[src/rtl/approx_add_arbiter_if.sv]
// Requester/response bundle for approx_add_arbiter.
// req_exact exists only when EXACT_MODE_EN is defined.
interface approx_add_arbiter_if #(
  parameter int unsigned NREQ = 4
);
  localparam int unsigned IDW = $clog2(NREQ);

  logic [NREQ-1:0]      req_valid;
  logic [NREQ-1:0]      req_ready;
  logic [16*NREQ-1:0]   req_a;
  logic [16*NREQ-1:0]   req_b;
`ifdef EXACT_MODE_EN
  logic [NREQ-1:0]      req_exact;
`endif
  logic                 rsp_valid;
  logic                 rsp_ready;
  logic [IDW-1:0]       rsp_id;
  logic [15:0]          rsp_sum;
  logic                 rsp_cout;
  logic [15:0]          ops_count;

  modport master (
`ifdef EXACT_MODE_EN
    output req_exact,
`endif
    output req_valid, req_a, req_b, rsp_ready,
    input  req_ready, rsp_valid, rsp_id, rsp_sum, rsp_cout, ops_count
  );

  modport slave (
`ifdef EXACT_MODE_EN
    input  req_exact,
`endif
    input  req_valid, req_a, req_b, rsp_ready,
    output req_ready, rsp_valid, rsp_id, rsp_sum, rsp_cout, ops_count
  );
endinterface

[src/rtl/approx_add_arbiter.sv]
// Round-robin arbiter feeding a shared 16-bit approximate adder (low byte carry-cut,
// Sklansky upper byte) through a two-stage stallable pipeline. EXACT_MODE_EN adds req_exact.
module approx_add_arbiter #(
  parameter int unsigned NREQ = 4
) (
  input  logic                      clk,
  input  logic                      rst,
  approx_add_arbiter_if.slave       bus
);
  localparam int unsigned IDW = $clog2(NREQ);

  logic [IDW-1:0]  ptr_q;
  logic            s1_valid_q;
  logic [15:0]     s1_a_q;
  logic [15:0]     s1_b_q;
  logic [IDW-1:0]  s1_id_q;
`ifdef EXACT_MODE_EN
  logic            s1_exact_q;
`endif
  logic            rsp_valid_q;
  logic [IDW-1:0]  rsp_id_q;
  logic [15:0]     rsp_sum_q;
  logic            rsp_cout_q;
  logic [15:0]     ops_count_q;

  logic            stall;
  logic            gnt_valid;
  logic [IDW-1:0]  gnt_idx;
  logic [NREQ-1:0] gnt_oh;
  logic [15:0]     sel_a;
  logic [15:0]     sel_b;
`ifdef EXACT_MODE_EN
  logic            sel_exact;
`endif

  logic [15:0]     approx_sum;
  logic            approx_cout;
  logic [15:0]     add_sum;
  logic            add_cout;

  function automatic logic [IDW-1:0] rr_idx(input logic [IDW-1:0] p, input int unsigned off);
    int unsigned s;
    s = 32'(p) + off;
    if (s >= NREQ) s = s - NREQ;
    return IDW'(s);
  endfunction

  assign stall = rsp_valid_q & ~bus.rsp_ready;

  // First valid requester after ptr wins; nothing is granted in reset or while stalled.
  always_comb begin
    gnt_valid = 1'b0;
    gnt_idx   = '0;
    for (int unsigned off = 1; off <= NREQ; off++) begin
      if (!gnt_valid && bus.req_valid[rr_idx(ptr_q, off)]) begin
        gnt_valid = 1'b1;
        gnt_idx   = rr_idx(ptr_q, off);
      end
    end
    if (stall || rst) gnt_valid = 1'b0;
  end

  always_comb begin
    gnt_oh = '0;
    if (gnt_valid) gnt_oh[gnt_idx] = 1'b1;
  end

  assign bus.req_ready = gnt_oh;

  always_comb begin
    sel_a = '0;
    sel_b = '0;
`ifdef EXACT_MODE_EN
    sel_exact = 1'b0;
`endif
    for (int r = 0; r < int'(NREQ); r++) begin
      if (gnt_idx == IDW'(r)) begin
        sel_a = bus.req_a[16*r +: 16];
        sel_b = bus.req_b[16*r +: 16];
`ifdef EXACT_MODE_EN
        sel_exact = bus.req_exact[r];
`endif
      end
    end
  end

  // Approximate adder: bits 0..7 take only the neighbour's generate as carry-in;
  // bits 8..15 are a Sklansky prefix tree seeded by c8 = a[7]&b[7].
  logic [7:0] lo_carry;
  logic       c8;
  logic [7:0] hp;
  logic [7:0] gg;
  logic [7:0] pp;
  logic [7:0] hi_carry;

  always_comb begin
    lo_carry = {s1_a_q[6:0] & s1_b_q[6:0], 1'b0};
    c8       = s1_a_q[7] & s1_b_q[7];
    hp       = s1_a_q[15:8] ^ s1_b_q[15:8];
    gg       = s1_a_q[15:8] & s1_b_q[15:8];
    gg[0]    = gg[0] | (hp[0] & c8);
    pp       = hp;
    for (int lvl = 0; lvl < 3; lvl++) begin
      for (int i = 0; i < 8; i++) begin
        if (((i >> lvl) & 1) == 1) begin
          gg[i] = gg[i] | (pp[i] & gg[((i >> lvl) << lvl) - 1]);
          pp[i] = pp[i] & pp[((i >> lvl) << lvl) - 1];
        end
      end
    end
    hi_carry    = {gg[6:0], c8};
    approx_sum  = {hp ^ hi_carry, (s1_a_q[7:0] ^ s1_b_q[7:0]) ^ lo_carry};
    approx_cout = gg[7];
  end

`ifdef EXACT_MODE_EN
  logic [16:0] exact_res;
  assign exact_res = {1'b0, s1_a_q} + {1'b0, s1_b_q};

  always_comb begin
    add_sum  = approx_sum;
    add_cout = approx_cout;
    if (s1_exact_q) begin
      add_sum  = exact_res[15:0];
      add_cout = exact_res[16];
    end
  end
`else
  assign add_sum  = approx_sum;
  assign add_cout = approx_cout;
`endif

  always_ff @(posedge clk) begin
    if (rst) begin
      ptr_q       <= IDW'(NREQ - 1);
      s1_valid_q  <= 1'b0;
      s1_a_q      <= '0;
      s1_b_q      <= '0;
      s1_id_q     <= '0;
`ifdef EXACT_MODE_EN
      s1_exact_q  <= 1'b0;
`endif
      rsp_valid_q <= 1'b0;
      rsp_id_q    <= '0;
      rsp_sum_q   <= '0;
      rsp_cout_q  <= 1'b0;
      ops_count_q <= '0;
    end else begin
      if (!stall) begin
        s1_valid_q  <= gnt_valid;
        s1_a_q      <= sel_a;
        s1_b_q      <= sel_b;
        s1_id_q     <= gnt_idx;
`ifdef EXACT_MODE_EN
        s1_exact_q  <= sel_exact;
`endif
        rsp_valid_q <= s1_valid_q;
        rsp_id_q    <= s1_id_q;
        rsp_sum_q   <= add_sum;
        rsp_cout_q  <= add_cout;
      end
      // A grant always transfers: ready is only raised for a valid requester.
      if (gnt_valid) ptr_q <= gnt_idx;
      if (rsp_valid_q && bus.rsp_ready) ops_count_q <= ops_count_q + 16'd1;
    end
  end

  assign bus.rsp_valid = rsp_valid_q;
  assign bus.rsp_id    = rsp_id_q;
  assign bus.rsp_sum   = rsp_sum_q;
  assign bus.rsp_cout  = rsp_cout_q;
  assign bus.ops_count = ops_count_q;
endmodule

[src/flat_wrapper.sv]
// flat-port wrapper written by rule: the top's interface ports become plain ports
module approx_add_arbiter_flat 
#(
  parameter int unsigned NREQ = 4
)
  (clk, rst, bus_req_valid, bus_req_a, bus_req_b, bus_rsp_ready, bus_req_ready, bus_rsp_valid, bus_rsp_id, bus_rsp_sum, bus_rsp_cout, bus_ops_count);
  approx_add_arbiter_if #(.NREQ(NREQ)) bus_i ();
  input  logic clk;
  input  logic rst;
  input wire logic [$bits(bus_i.req_valid)-1:0] bus_req_valid;
  input wire logic [$bits(bus_i.req_a)-1:0] bus_req_a;
  input wire logic [$bits(bus_i.req_b)-1:0] bus_req_b;
  input wire logic [$bits(bus_i.rsp_ready)-1:0] bus_rsp_ready;
  output wire logic [$bits(bus_i.req_ready)-1:0] bus_req_ready;
  output wire logic [$bits(bus_i.rsp_valid)-1:0] bus_rsp_valid;
  output wire logic [$bits(bus_i.rsp_id)-1:0] bus_rsp_id;
  output wire logic [$bits(bus_i.rsp_sum)-1:0] bus_rsp_sum;
  output wire logic [$bits(bus_i.rsp_cout)-1:0] bus_rsp_cout;
  output wire logic [$bits(bus_i.ops_count)-1:0] bus_ops_count;
  assign bus_i.req_valid = bus_req_valid;
  assign bus_i.req_a = bus_req_a;
  assign bus_i.req_b = bus_req_b;
  assign bus_i.rsp_ready = bus_rsp_ready;
  assign bus_req_ready = bus_i.req_ready;
  assign bus_rsp_valid = bus_i.rsp_valid;
  assign bus_rsp_id = bus_i.rsp_id;
  assign bus_rsp_sum = bus_i.rsp_sum;
  assign bus_rsp_cout = bus_i.rsp_cout;
  assign bus_ops_count = bus_i.ops_count;
  approx_add_arbiter #(.NREQ(NREQ)) u_core (.clk(clk), .rst(rst), .bus(bus_i));
endmodule
[config.mk]
export PLATFORM = sky130hd
export DESIGN_NAME = approx_add_arbiter_flat
export DESIGN_NICKNAME = d
export VERILOG_FILES = /design/src/rtl/approx_add_arbiter_if.sv /design/src/rtl/approx_add_arbiter.sv /design/src/flat_wrapper.sv
export SDC_FILE = /design/constraint.sdc
export NUM_CORES = 1
export LEC_CHECK = 0
export CORE_MARGIN = 10
export CORE_UTILIZATION = 45
export DETAILED_ROUTE_END_ITERATION = 16
export PLACE_DENSITY = 0.9
export SYNTH_ARGS = -nofsm -noshare
export SYNTH_HDL_FRONTEND = slang
export SYNTH_SLANG_ARGS = --single-unit
[constraint.sdc]
create_clock -name clk -period 3.3 [get_ports clk]
set_input_delay 0.33 -clock clk [delete_from_list [all_inputs] [get_ports clk]]
set_output_delay 0.33 -clock clk [all_outputs]
set_load 0.02 [all_outputs]
# After elaboration in Yosys (flattened, before gate mapping)

Index checks and enable logic that the tools add are counted.
W data, S select, Z words.

Flip-flop bits (word level): 73
Bits of input ports: 135
Output and inout bits: 40
Word-level logic and storage cells: 114

Add/subtract/negate cells: 9
Magnitude comparators: 10
Equality and inequality tests: 3
Muxes and demuxes: 32
Bitwise operators: 40
Reduce and logical (&&, ||, !) cells: 10

Operator list:

| operator                | count |
|---|---|
| $mux W16                | 8 |
| $xor A8 B8 Y8           | 4 |
| $and A1 B1 Y1           | 20 |
| $add A16 B1 Y16 const B | 1 |
| $mux W2                 | 8 |
| $lt A2 B3 Y1 const B    | 5 |
| $or A1 B1 Y1            | 13 |
| $mux W1                 | 10 |
| $ge A3 B3 Y1 const B    | 3 |
| $and A8 B8 Y8           | 1 |
| $bmux W1 S2             | 4 |
| $sub A2 B1 Y2 const B   | 4 |
| $and A7 B7 Y7           | 1 |
| $add A2 B2 Y3 const B   | 2 |
| $logic_and A1 B1 Y1     | 5 |
| $add A2 B3 Y4 const B   | 1 |
| $eq A2 B2 Y1 const B    | 2 |
| $ge A4 B3 Y1 const B    | 1 |
| $mux W4                 | 1 |
| $add A2 B1 Y3 const B   | 1 |
| $logic_not A1 Y1        | 3 |
| $demux W1 S2            | 1 |
| $eq A2 B1 Y1 const B    | 1 |
| $ge A2 B1 Y1 const B    | 1 |
| 3 further kinds         | 3 |

# Logic depth before layout (Yosys ltp)

Gate-level depths: netlist (run 1).

Depth after elaboration: 20
Gate-level depth with buffers: 10
Mapped depth without buffers: 10

# Worst setup path before layout (run 1)

OpenSTA, ideal clock, no wires.

Path type: register to register
Start point: register u_core.s1_b_q[7]
End point: register u_core.rsp_sum_q[12], in the netlist u_core.bus.rsp_sum[12]
Setup time: 0.086 ns
Data arrival time: 2.260 ns
Required time: 3.214 ns
Path slack: 0.954 ns
Cell stages (with the launch flop): 9
Buffers on the path: 0
Period minus slack after synthesis: 2.346 ns
Cell sequence: dfxtp_1 ha_1 fa_1 fa_1 a21oi_1 inv_1 a21oi_1 fa_1 a211oi_1

Longest elaborated chain between the ends: 8

RTL lines:

| item                     | RTL line                  | text |
|---|---|---|
| start: declaration       | approx_add_arbiter.sv:15  | `logic [15:0] s1_b_q;` |
| start signal: assignment | approx_add_arbiter.sv:152 | `s1_b_q <= sel_b;` |
| $and A1 B1 Y1            | approx_add_arbiter.sv:98  | `c8 = s1_a_q[7] & s1_b_q[7];` |
| $and A1 B1 Y1            | approx_add_arbiter.sv:101 | `gg[0] = gg[0] \| (hp[0] & c8);` |
| $or A1 B1 Y1             | approx_add_arbiter.sv:101 |  |
| $and A1 B1 Y1            | approx_add_arbiter.sv:106 | `gg[i] = gg[i] \| (pp[i] & gg[((i >> lvl) << lvl) - 1]);` |
| $or A1 B1 Y1             | approx_add_arbiter.sv:106 |  |
| $and A1 B1 Y1            | approx_add_arbiter.sv:106 |  |
| $or A1 B1 Y1             | approx_add_arbiter.sv:106 |  |
| $xor A8 B8 Y8            | approx_add_arbiter.sv:112 | `approx_sum = {hp ^ hi_carry, (s1_a_q[7:0] ^ s1_b_q[7:0]) ^ lo_carry};` |
| end signal: assignment   | approx_add_arbiter.sv:159 | `rsp_sum_q <= add_sum;` |
| end: declaration         | approx_add_arbiter.sv:22  | `logic [15:0] rsp_sum_q;` |

No other way between the ends.
A chain may end at the register's enable or synchronous reset.

# Worst setup path after layout (run 1)

Start point: input port bus_req_valid[3]
End point: output port bus_req_ready[0]

Longest elaborated chain between the ends: 17
Elaborated cells on any way between the ends: 29
Those cells by class: order compare: 2; mux: 20; reduce/logical: 7

RTL lines:

| item                                                               | RTL line                 | text |
|---|---|---|
| start: declaration                                                 | flat_wrapper.sv:10       | `input wire logic [$bits(bus_i.req_valid)-1:0] bus_req_valid;` |
| $bmux W1 S2                                                        | approx_add_arbiter.sv:55 | `if (!gnt_valid && bus.req_valid[rr_idx(ptr_q, off)]) begin` |
| $mux W1 (not written as such)                                      | approx_add_arbiter.sv:55 |  |
| $mux W1                                                            | approx_add_arbiter.sv:55 |  |
| $logic_not A1 Y1                                                   | approx_add_arbiter.sv:55 |  |
| $logic_and A1 B1 Y1                                                | approx_add_arbiter.sv:55 |  |
| $mux W1                                                            | approx_add_arbiter.sv:55 |  |
| $logic_not A1 Y1                                                   | approx_add_arbiter.sv:55 |  |
| $logic_and A1 B1 Y1                                                | approx_add_arbiter.sv:55 |  |
| $mux W1                                                            | approx_add_arbiter.sv:55 |  |
| $logic_not A1 Y1                                                   | approx_add_arbiter.sv:55 |  |
| $logic_and A1 B1 Y1                                                | approx_add_arbiter.sv:55 |  |
| $mux W2                                                            | approx_add_arbiter.sv:55 |  |
| $lt A2 B3 Y1 (not written as such) or $ge A2 B1 Y1 (tied branches) | approx_add_arbiter.sv:65 | `if (gnt_valid) gnt_oh[gnt_idx] = 1'b1;` |
| $logic_and A1 B1 Y1 (not written as such)                          | approx_add_arbiter.sv:65 |  |
| $mux W1 (not written as such)                                      | approx_add_arbiter.sv:65 |  |
| $demux W1 S2                                                       | --                       |  |
| $mux W4 *                                                          | approx_add_arbiter.sv:65 |  |
| end: declaration                                                   | flat_wrapper.sv:14       | `output wire logic [$bits(bus_i.req_ready)-1:0] bus_req_ready;` |

Mark *: on every way between the ends. The rest lies on a longest branch, timed or not. The select of a mux whose other input is x is not followed.

==> results of run 1 <==
[metal layers]
metal  GRT usage  part of all wire  vias to the layer above  wire length [um]
met2       0.346              0.48                      246              7160
met4      0.0754             0.026                        0               388
met3      0.0614             0.095                       38              1430
met5           0                 0                        -                 0
li1            -                 -                     2208                 -
met1       0.235              0.40                     2164              6080
[power by group]
part / switching (uW) / internal [uW] / leakage [uW] / total [uW]
clock: 335 / 425 / 0.000109 / 760
combinational: 482 / 494 / 0.00189 / 976
sequential: 83.9 / 994 / 0.000601 / 1080
[worst paths after layout]
check,endpoint
worst min-delay path,u_core.bus.rsp_id[0]
worst min register to register,u_core.bus.rsp_id[0]
worst max-delay path,bus_req_ready[0]
worst max register to register,u_core.bus.rsp_sum[12]
[state kept, by name, summed over array words and instances, names as in the netlist]
signal,flops
u_core.s1_b_q,16
u_core.bus.rsp_sum,16
u_core.s1_a_q,16
u_core.s1_valid_q,1
u_core.s1_id_q,2
u_core.bus.rsp_cout,1
u_core.bus.rsp_valid,1
u_core.bus.rsp_id,2
u_core.ptr_q,2
u_core.bus.ops_count,16
[layout make-up]
type                            count  area share
Timing Repair Buffer              190       0.285
Sequential cell                    73       0.223
Clock buffer                        9      0.0189
Clock inverter                      7      0.0145
Multi-Input combinational cell    384       0.429
Tap cell                          133      0.0254
Inverter                            7     0.00402
[logic make-up after synthesis]
family / Yosys count / share of synthesized area
buffers and inverters: 53 / 0.0589
xor gates and xnor gates: 22 / 0.0426
and+or+nand+nor: 173 / 0.187
AOI/OAI and AO/OA: 138 / 0.259
muxes: 32 / 0.0708
DFF: 73 / 0.323
adders and majority gates: 19 / 0.0592
[Yosys cell counts, drive strengths merged, types with 7 or more instances]
master  number  area [sq um]
nand2       66           255
mux2i       32           320
dfxtp       73          1460
o31ai       32           240
xnor2       12           105
clkbuf      24          90.1
buf         22           150
ha          15           188
nand3       10          50.1
nor2        35           131
nand4       34           213
o211ai      34           395
inv          7          26.3
a21oi       19          98.9
a211oi      10          75.1
xor2        10          87.6
a211o       32           280
[critical path: stages]
cell                              delay (ns)
sky130_fd_sc_hd__clkdlybuf4s50_1        0.52
sky130_fd_sc_hd__and2b_2                0.29
sky130_fd_sc_hd__nor2_1                 0.22
sky130_fd_sc_hd__nor3_4                 0.09
sky130_fd_sc_hd__buf_4                  0.15
sky130_fd_sc_hd__nor4_2                 0.28
sky130_fd_sc_hd__clkdlybuf4s50_1        0.66
[metrics by stage]
stage,std cells,setup WS (ns)
5_1_grt,803,0.330
4_1_cts,803,0.427
2_1_floorplan,510,0.954
3_5_place_dp,787,0.439
3_3_place_gp,787,0.493
6_report,803,0.440
==> results.txt, run 1 <==
The run finished with clean final reports. After routing, the total negative slack on setup checks comes to 0 ns. The analysis attributes to cell leakage a power of 0.00260 uW. The minimum clock period was 2.86 ns. The worst setup path is launched from an input pin. The post-route cell area is 6540 sq um. The run gives 0 as the final number of max-transition violations. The number of DRC markers after the initial detailed-route iteration was 298; the count of unique library cells instantiated by Yosys was 45. The worst setup path is of the in -> out kind. In this run, synthesis inferred 0 flip-flops with an integrated enable. Setup repair after global routing left no endpoint under its margin. In this run, synthesis produced a sequential element count of 73.

The clock passes through at most 2 buffers. The x dimension of the die is 120 um. The number of antenna diodes in the final layout is 0. The depth of the worst hold-timing path came out at 2. The critical path endpoint category is a primary output. The leftover overflow at the end of global routing was 0; the final estimated routing congestion in global placement was 0.913.

The tools report the global-route usage over all layers as 0.203. Chip height: 120 um. The logs give 510 for the instance count of the mapped netlist and 15100 um for the total wirelength of the detailed-routed design.

The first-pass GRT wire length is 24100 um, and the async set-reset flop share out of synthesis is 0. TritonCTS built the clock tree. For the final number of hold-violating endpoints, the log shows 0.

The path type of the worst min-delay path is reg -> reg. The final standard cell utilization of the core was 0.669. Using the TritonRoute via totals, the vias-per-cell ratio works out to 5.80. Row generation in the floorplan step produced 36 rows. The register clock-pin slew on the reported worst setup and hold paths was 0.08 ns. For the initial antenna violation count, the log shows 0.

The count of buffers added on input and output ports is 174. The core region is 9770 sq um. The area of the mapped netlist is 4530 sq um, and the critical path required time is 2.97 ns. Buffers inserted to repair hold after CTS numbered 0.

The half-perimeter wire length after detailed placement is 11900 um, and the register area share after synthesis is 0.323. The logs give 2810 sq um for the area of the multi-input gates and 664 for the synthesized net count. After detailed routing, the average wire length per cell comes to 18.8 um. After clock tree synthesis, the setup repair step added 0 buffers. A synthesized cell averages 8.87 sq um. The number of I/O pins is 175, and the largest vdd supply drop is 0.000207 V. Across all hold checks on the routed design, the worst slack comes to 0.454 ns. From synthesis to final layout, the design area changed by 44.6%. Summing all flip-flop and latch instances after layout gives 1460 sq um. For the count of clock tree sinks, the log shows 73.

The die covers 14500 sq um. The overall power was 2810 uW. The first detailed-routing pass took 5 iterations. For the worst-skew pair, the clock arrives at the later sink with an insertion delay of 0.34 ns. The total via count after detailed routing is 4656, and the largest net degree at the start of global routing is 34. The library cell used as clock root buffer is sky130_fd_sc_hd__clkbuf_8. Across the run, the number of max-cap violations was 0.

The max-slew headroom at the worst pin came out at 0.609. The share of layout cells above drive strength 1 is 0.104, and the maximum level of the CTS H-tree is 3. For the count of nets after finishing, the log shows 819. The largest fanout on the critical path is 7, and the total setup violations reported at the end of the flow is 0. Initial core utilization: 0.463. The tools report the worst setup path startpoint as bus_req_valid[3]. The detail route stage leaves a number of antenna-violating nets equal to 0. The power density of the placed cells is 430 nW/um^2. The start point of the worst hold path was u_core.bus.rsp_id[0]. The number of cell instances on the worst register-to-register path was 8. The library cell used most frequently in the layout, excluding fill and tap cells, is sky130_fd_sc_hd__clkdlybuf4s50_1. The run gives 6320 sq um as the placed standard-cell area.

The worst register-to-register path begins at u_core.s1_b_q[7]. The logs give 0 for the residual DRC count and 9 for the TritonCTS buffer count. The fraction of the cycle the final worst path needs is 0.867.

In this run, post-CTS repair resized a total of 0 instances. The fill cell instance count of the final layout was 741; the worst clock skew on the final layout was 0.00774 ns. The achievable clock frequency came out at 0.350 GHz. The signal arrival time at the worst endpoint is 2.53 ns, and the count of yosys warnings during synthesis is 0. The main flop type after synthesis was sky130_fd_sc_hd__dfxtp_1. Via count of the first global-routing pass: 4766.

The worst register-to-register path has a setup slack of 0.76 ns. In the layout the commonest cells are sky130_fd_sc_hd__clkdlybuf4s50_1 (174), sky130_fd_sc_hd__dfxtp_1 (73), sky130_fd_sc_hd__nand2_1 (65), sky130_fd_sc_hd__nor2_1 (34), sky130_fd_sc_hd__nand4_1 (34). The worst-margin pin slew was 0.579 ns.
Note: power is estimated with default switching activity, not from simulation.
==> inputs of run 2 (changes only) <==
--- a/config.mk
+++ b/config.mk
@@ -9,6 +9,7 @@
 export CORE_UTILIZATION = 45
 export DETAILED_ROUTE_END_ITERATION = 16
 export PLACE_DENSITY = 0.9
+export RECOVER_POWER = 50
 export SYNTH_ARGS = -nofsm -noshare
 export SYNTH_HDL_FRONTEND = slang
 export SYNTH_SLANG_ARGS = --single-unit
==> run 2 against run 1 <==
  * Die area unchanged
  * Register-to-register slack about the same
  * Via count is 0.62% lower
  * Sequential power about the same
  * Sequential cell count unchanged
  * Global-route usage stayed put
  * Maximum frequency is essentially flat
  * Cell count unchanged
  * First-iteration DRC count increased by 10%
  * Sequential share of layout area barely moved
  * Critical path type unchanged
  * Largest power group unchanged
==> results.txt, run 2 (synthesis gave the netlist of run 1 again) <==
The source-to-sink clock delay at the later pin of the worst-skew pair was 0.34 ns; the initial core utilization was 0.463. At the worst endpoint, the arrival time is 2.53 ns. In this run the static leakage power is 0.00266 uW. For this design, the CTS-stage hold fixing added 0 buffers.

The initial antenna violation count is 0. Clock-pin slew was measured on the worst setup and hold paths at 0.08 ns. The area overhead of the layout relative to synthesis works out to 44.3%. Setup total negative slack on the finished layout was measured at 0 ns. The worst setup path is captured at a primary output. The count of cells resized by post-cts repair is 0, and the fill cell instance count of the final layout is 745.

For the global-route usage over all layers, the log shows 0.203. The chip height is 120 um. The logs give 0.668 for the final standard cell utilization of the core and 0.913 for the final estimated routing congestion in global placement. The post-CTS repair timing setup buffer count is 0, and the worst-margin pin slew is 1.22 ns.

The area of the multi-input gates was 2810 sq um. The run gives 2800 uW as the overall power. Together, buffers and inverters on the worst path number 3. The max-slew headroom at the worst pin is 0.188.

The most common cell after layout, fill and taps aside was sky130_fd_sc_hd__clkdlybuf4s50_1. The floorplan step set the die width to 120 um. Timing analysis after detailed placement gives a worst setup slack of 0.439 ns. The largest fanout on the critical path came out at 7. The run gives 14500 sq um as the die area. The met3 global-route usage was 0.0614; the minimum clock period was 2.86 ns. Setup slack on the critical path of the routed design comes to 0.441 ns.

The top cell types in the final layout, fill and taps aside, are sky130_fd_sc_hd__clkdlybuf4s50_1 (146), sky130_fd_sc_hd__dfxtp_1 (73), sky130_fd_sc_hd__nand2_1 (65), sky130_fd_sc_hd__nor2_1 (34), sky130_fd_sc_hd__nand4_1 (34). For this design the ratio of total power to cell area is 428 nW/um^2. The family with the most delay on the worst path is buffers and inverters. On the final layout, the worst hold slack is 0.451 ns.

The detailed router placed 4627 vias in this run. The met1 routing resource usage after global routing is 0.235, and the standard-cell row count is 36. The final number of max-transition violations is 0. The flow ran to the end, and the final reports show no timing, DRC or antenna violations.

The signal on the critical path passes through clkdlybuf4s50_1 -> and2b_2 -> nor2_1 -> nor3_4 -> buf_4 -> nor4_2 -> clkdlybuf4s50_1. The global-route met2 utilization is 0.346, and the worst clock skew on the final layout is 0.00671 ns. In the final routed layout, each cell accounts on average for 18.8 um.

The region available for standard cell placement spans 9770 sq um. The first global-routing pass estimated 24100 um of wire. Once detailed placement completed, the half-perimeter wirelength came to 11900 um. The share of layout cells above drive strength 1 was 0.100; the fraction of the cycle the final worst path needs was 0.866. The H-tree was split into 3 levels. The delay of the slowest cell on the worst path was 0.66 ns. Clock tree synthesis inserted a total of 9 buffers.

Summed over all layers, the global routing overflow is 0. The total wirelength of the detailed-routed design was 15100 um; the number of vias per cell after detailed routing was 5.76. Before antenna repair, the detailed router went through 7 iterations.

TritonCTS built the clock tree. The number of antenna diodes in the final layout is 0. The count of input and output buffers works out to 174. Setup violations remaining at the end of the flow were counted as 0. The remaining number of nets flagged by the antenna check after routing was 0. The worst-case IR drop observed on VDD is 0.000207 V. The critical path class is in -> out. At the worst endpoint, the required time is 2.97 ns. The most numerous cell on the critical path is sky130_fd_sc_hd__clkdlybuf4s50_1. The count of clock tree sinks was 73. The clock passes through at most 2 buffers.

The area taken by flip-flops and latches was 1460 sq um. The final layout contains 819 nets. For the via count of the first global-routing pass, the log shows 4766.

Static timing analysis puts the maximum clock frequency at 0.350 GHz. 175 I/O pins were placed. For the number of DRC markers after the initial detailed-route iteration, the log shows 328. Entering global routing, the biggest net connects 34 pins. In this run the worst hold path is classified as reg -> reg. In the routed design, unresolved DRC markers number 0. Setup repair after global routing left no endpoint under its margin.

Element type at the critical path start: an input pin. In this run the clock root is driven by a sky130_fd_sc_hd__clkbuf_8. For the final number of hold-violating endpoints, the log shows 0.

Across the run, the number of max-cap violations was 0. The global routing stage identified its most utilized layer as met2. The critical-path cell with the highest stage delay was sky130_fd_sc_hd__clkdlybuf4s50_1.
==> run 2: changes by cell type in the layout (fill, tap and decap cells not counted) <==
| cell | previous run | this run |
|---|---|---|
| sky130_fd_sc_hd__clkbuf_1 | 0 | 3 |
| sky130_fd_sc_hd__buf_4 | 16 | 13 |
| sky130_fd_sc_hd__dlygate4sd3_1 | 0 | 28 |
| sky130_fd_sc_hd__clkdlybuf4s50_1 | 174 | 146 |
==> run 2: area by class of cell <==
type	count	share of cell area
multi-input combinational	384	0.430
timing repair buffer	190	0.283
sequential	73	0.224
tap	133	0.0255
clock buffer	9	0.0190
clock inverter	7	0.0146
inverter	7	0.00402
==> run 2: path summary, 6_finish.rpt <==
path                         from                     end  slack (ns)  depth (start not counted)
max              bus_req_valid[3]        bus_req_ready[0]        0.44                          7
min          u_core.bus.rsp_id[0]    u_core.bus.rsp_id[0]        0.45                          2
max reg2reg      u_core.s1_b_q[7]  u_core.bus.rsp_sum[12]        0.75                          8
min reg2reg  u_core.bus.rsp_id[0]    u_core.bus.rsp_id[0]        0.45                          2
==> run 2: through the flow <==
stage | cells | area (sq um)
2_1_floorplan | 510 | 4530
5_1_grt | 803 | 6530
4_1_cts | 803 | 6540
3_5_place_dp | 787 | 6320
3_3_place_gp | 787 | 6320
6_report | 803 | 6530
==> run 2: metal layers <==
| metal | share of wire | wire length, um |
|---|---|---|
| met3 | 0.090 | 1360 |
| met5 | 0 | 0 |
| met2 | 0.48 | 7170 |
| met4 | 0.024 | 369 |
| met1 | 0.41 | 6180 |
==> run 2: worst min-delay path, stage by stage (launching register included) <==
cell and delay [ns]:
sky130_fd_sc_hd__dfxtp_1 0.31, sky130_fd_sc_hd__nand2_1 0.05, sky130_fd_sc_hd__a21oi_1 0.05
==> run 2: power breakdown <==
group	switching (uW)	leakage (uW)	internal, uW
Combinational	483	0.00195	477
Sequential	81.9	0.000601	994
Clock	335	0.000109	425
==> inputs of run 3 (changes only) <==
--- a/config.mk
+++ b/config.mk
@@ -5,10 +5,12 @@
 export SDC_FILE = /design/constraint.sdc
 export NUM_CORES = 1
 export LEC_CHECK = 0
+export CELL_PAD_IN_SITES_DETAIL_PLACEMENT = 1
+export CELL_PAD_IN_SITES_GLOBAL_PLACEMENT = 2
 export CORE_MARGIN = 10
-export CORE_UTILIZATION = 45
+export CORE_UTILIZATION = 25
 export DETAILED_ROUTE_END_ITERATION = 16
-export PLACE_DENSITY = 0.9
+export PLACE_DENSITY = 0.88
 export RECOVER_POWER = 50
 export SYNTH_ARGS = -nofsm -noshare
 export SYNTH_HDL_FRONTEND = slang
==> run 3 against run 2 <==
  * The run now ends with capacitance limit, slew limit left
  * Die area grew 65%
  * Sequential cell count is the same
  * Final area grew 3.0%
  * Maximum frequency shrank 2.4%
  * Sequential power is essentially flat
  * First-iteration DRC count shrank 40%
  * Register-to-register slack lost 0.06 ns
  * Global-route usage shrank 5.5 points
  * Worst setup slack lost 0.071 ns
  * Critical endpoint is now bus_req_ready[2]
  * Largest cell class unchanged
  * Largest power group unchanged
==> results.txt, run 3 (synthesis gave the netlist of run 1 again) <==
The run finished, with violations left. The final reports fail on capacitance limit, slew limit. The total overflow left after global routing is 0. After detailed routing, the average wire length per cell comes to 20.2 um. 175 I/O pins were placed. The detailed-routing iteration count for the pre-antenna-repair pass was 5; the remaining number of nets flagged by the antenna check after routing was 0.

The tools report the placeable core area as 17900 sq um. The residual DRC count came out at 0. The critical path in this run is classified as in -> out. The worst setup path is captured at a primary output.

The logs give 28400 um for the first-pass GRT wire length and 5071 for the via count of the first global-routing pass. Setup repair after global routing left no endpoint under its margin. The final number of hold-violating endpoints came out at 0. The number of max-cap violations is 1.

Clock tree synthesis inserted a total of 9 buffers. The run gives 2050 as the fill cell instance count of the final layout. The global-route usage over all layers came out at 0.148. The number of DRC markers after the initial detailed-route iteration is 198. The register clock-pin slew on the reported worst setup and hold paths works out to 0.06 ns. The max-slew headroom at the worst pin is -0.276, and the achievable clock frequency is 0.341 GHz. The post-route worst hold slack is 0.446 ns, and the chip height is 155 um. The most common cell after layout, fill and taps aside is sky130_fd_sc_hd__clkdlybuf4s50_1. The logs give 43 for the final number of max-transition violations and 0 for the total setup violations reported at the end of the flow. At the end of routability-driven placement, the weighted congestion stood at 0.811.

For the maximum level of the CTS H-tree, the log shows 3. The final standard cell utilization of the core was 0.376. The tools report the element type at the critical path start as an input pin. In this run, post-CTS repair resized a total of 0 instances. The delay of the slowest cell on the worst path was 0.64 ns. The area overhead of the layout relative to synthesis was 48.7%; the minimum clock period was 2.93 ns. The path class of the tightest hold or removal check is reg -> reg. The wire-length estimate of the detail-placed layout is 14500 um. Signal arrival time at the worst endpoint: 2.60 ns. TritonCTS built the clock tree.

For this block, the via count after detailed routing is 4627. The die covers 23900 sq um. For the number of buffers added to fix hold violations after cts, the log shows 0. The fraction of the cycle the final worst path needs is 0.888. The source-to-sink clock delay at the later pin of the worst-skew pair was 0.34 ns. The share of layout cells above drive strength 1 came out at 0.106. In this run the worst path has a maximum fanout of 13.

On the final layout, the worst clock skew is 0.00602 ns. For the pin with the worst max-slew slack, the measured transition is 1.91 ns. The depth of the worst hold-timing path came out at 2.

The number of cells on the worst reg-to-reg path is 8. Traced cell by cell, the critical path runs through clkdlybuf4s50_1 -> and2b_2 -> nor2_1 -> nor3_4 -> buf_4 -> nand2_4 -> nor2_1 -> clkdlybuf4s50_1. For this design the static power due to leakage is 0.00271 uW. The critical path required time is 2.97 ns, and the power density of the placed cells is 440 nW/um^2. Number of vias per cell after detailed routing: 5.14.

The root buffer cell chosen for the clock tree is sky130_fd_sc_hd__clkbuf_16. Buffers added to address setup during post-CTS repair amount to 0. After floorplanning, the core was divided into 49 placement rows. The initial antenna violation count came out at 0. For the largest net degree at the start of global routing, the log shows 43. Clock tree synthesis found a total of 73 sinks.

The maximum buffer depth of the clock tree is 2, and the count of nets after finishing is 820. Summed over all failing endpoints, the final setup total negative slack is 0 ns. For the internal reg-to-reg setup slack, the log shows 0.69 ns.

The initial core utilization came out at 0.253. The count of input and output buffers was 174. The largest vdd supply drop came out at 0.000210 V. The die is 155 um wide.

The critical-path cell with the highest stage delay is sky130_fd_sc_hd__clkdlybuf4s50_1. The top cell types in the final layout, fill and taps aside, are sky130_fd_sc_hd__clkdlybuf4s50_1 (142), sky130_fd_sc_hd__dfxtp_1 (73), sky130_fd_sc_hd__nand2_1 (65), sky130_fd_sc_hd__nor2_1 (34), sky130_fd_sc_hd__nand4_1 (34). The total wirelength of the detailed-routed design was 18200 um.
==> run 3: cell types whose count changed in the layout (fill, tap and decap cells not counted), sizes merged <==
cell	change
buf	+4
clkdlybuf4s50	-4
dlygate4sd3	+3
bufinv	-2
clkbuf	-2
clkinv	+1
clkinvlp	+1
diode	+1
==> run 3: final cells by class <==
type	count	area, sq um	share of cell area
inverters	7	26.3	0.00390
multi-input cells	384	2820	0.419
repair buffers	191	1860	0.277
well taps	229	287	0.0426
clock inverters	7	47.5	0.00707
flip-flops and latches	73	1460	0.217
clock buffers	9	225	0.0335
diodes	1	2.50	0.000372
==> run 3: through the flow <==
stage	area (sq um)	worst slack (ns)	total power (uW)	cells
finish	6730	0.370	2960	901
global route	6730	0.267	3130	900
detailed placement	6460	0.357	2120	884
CTS	6730	0.346	3030	900
global placement	6460	0.360	2090	884
floorplan	4530	0.954	1660	510
==> run 3: per-layer routing <==
metal	global-route usage	wire length (um)	up-vias
li1	-	-	2220
met2	0.251	8910	156
met5	0	0	-
met4	0.0337	201	0
met3	0.0568	1400	20
met1	0.172	7660	2231
==> run 3: report_power, final <==
group	leakage, uW	switching, uW	total (uW)	internal, uW
Sequential	0.000601	86.2	1080	996
Combinational	0.00198	505	987	482
Clock	0.000131	387	894	506
==> run 3: worst max-delay path, delay by kind of cell <==
| kind | cells | cell delay, ns |
|---|---|---|
| simple gates | 5 | 0.75 |
| buf+inv | 3 | 1.52 |
==> run 3: path summary, 6_finish.rpt <==
path / from / endpoint
max reg2reg: u_core.s1_a_q[7] / u_core.bus.rsp_sum[12]
min: u_core.bus.rsp_sum[9] / u_core.bus.rsp_sum[9]
max: bus_req_valid[3] / bus_req_ready[2]
min reg2reg: u_core.bus.rsp_sum[9] / u_core.bus.rsp_sum[9]
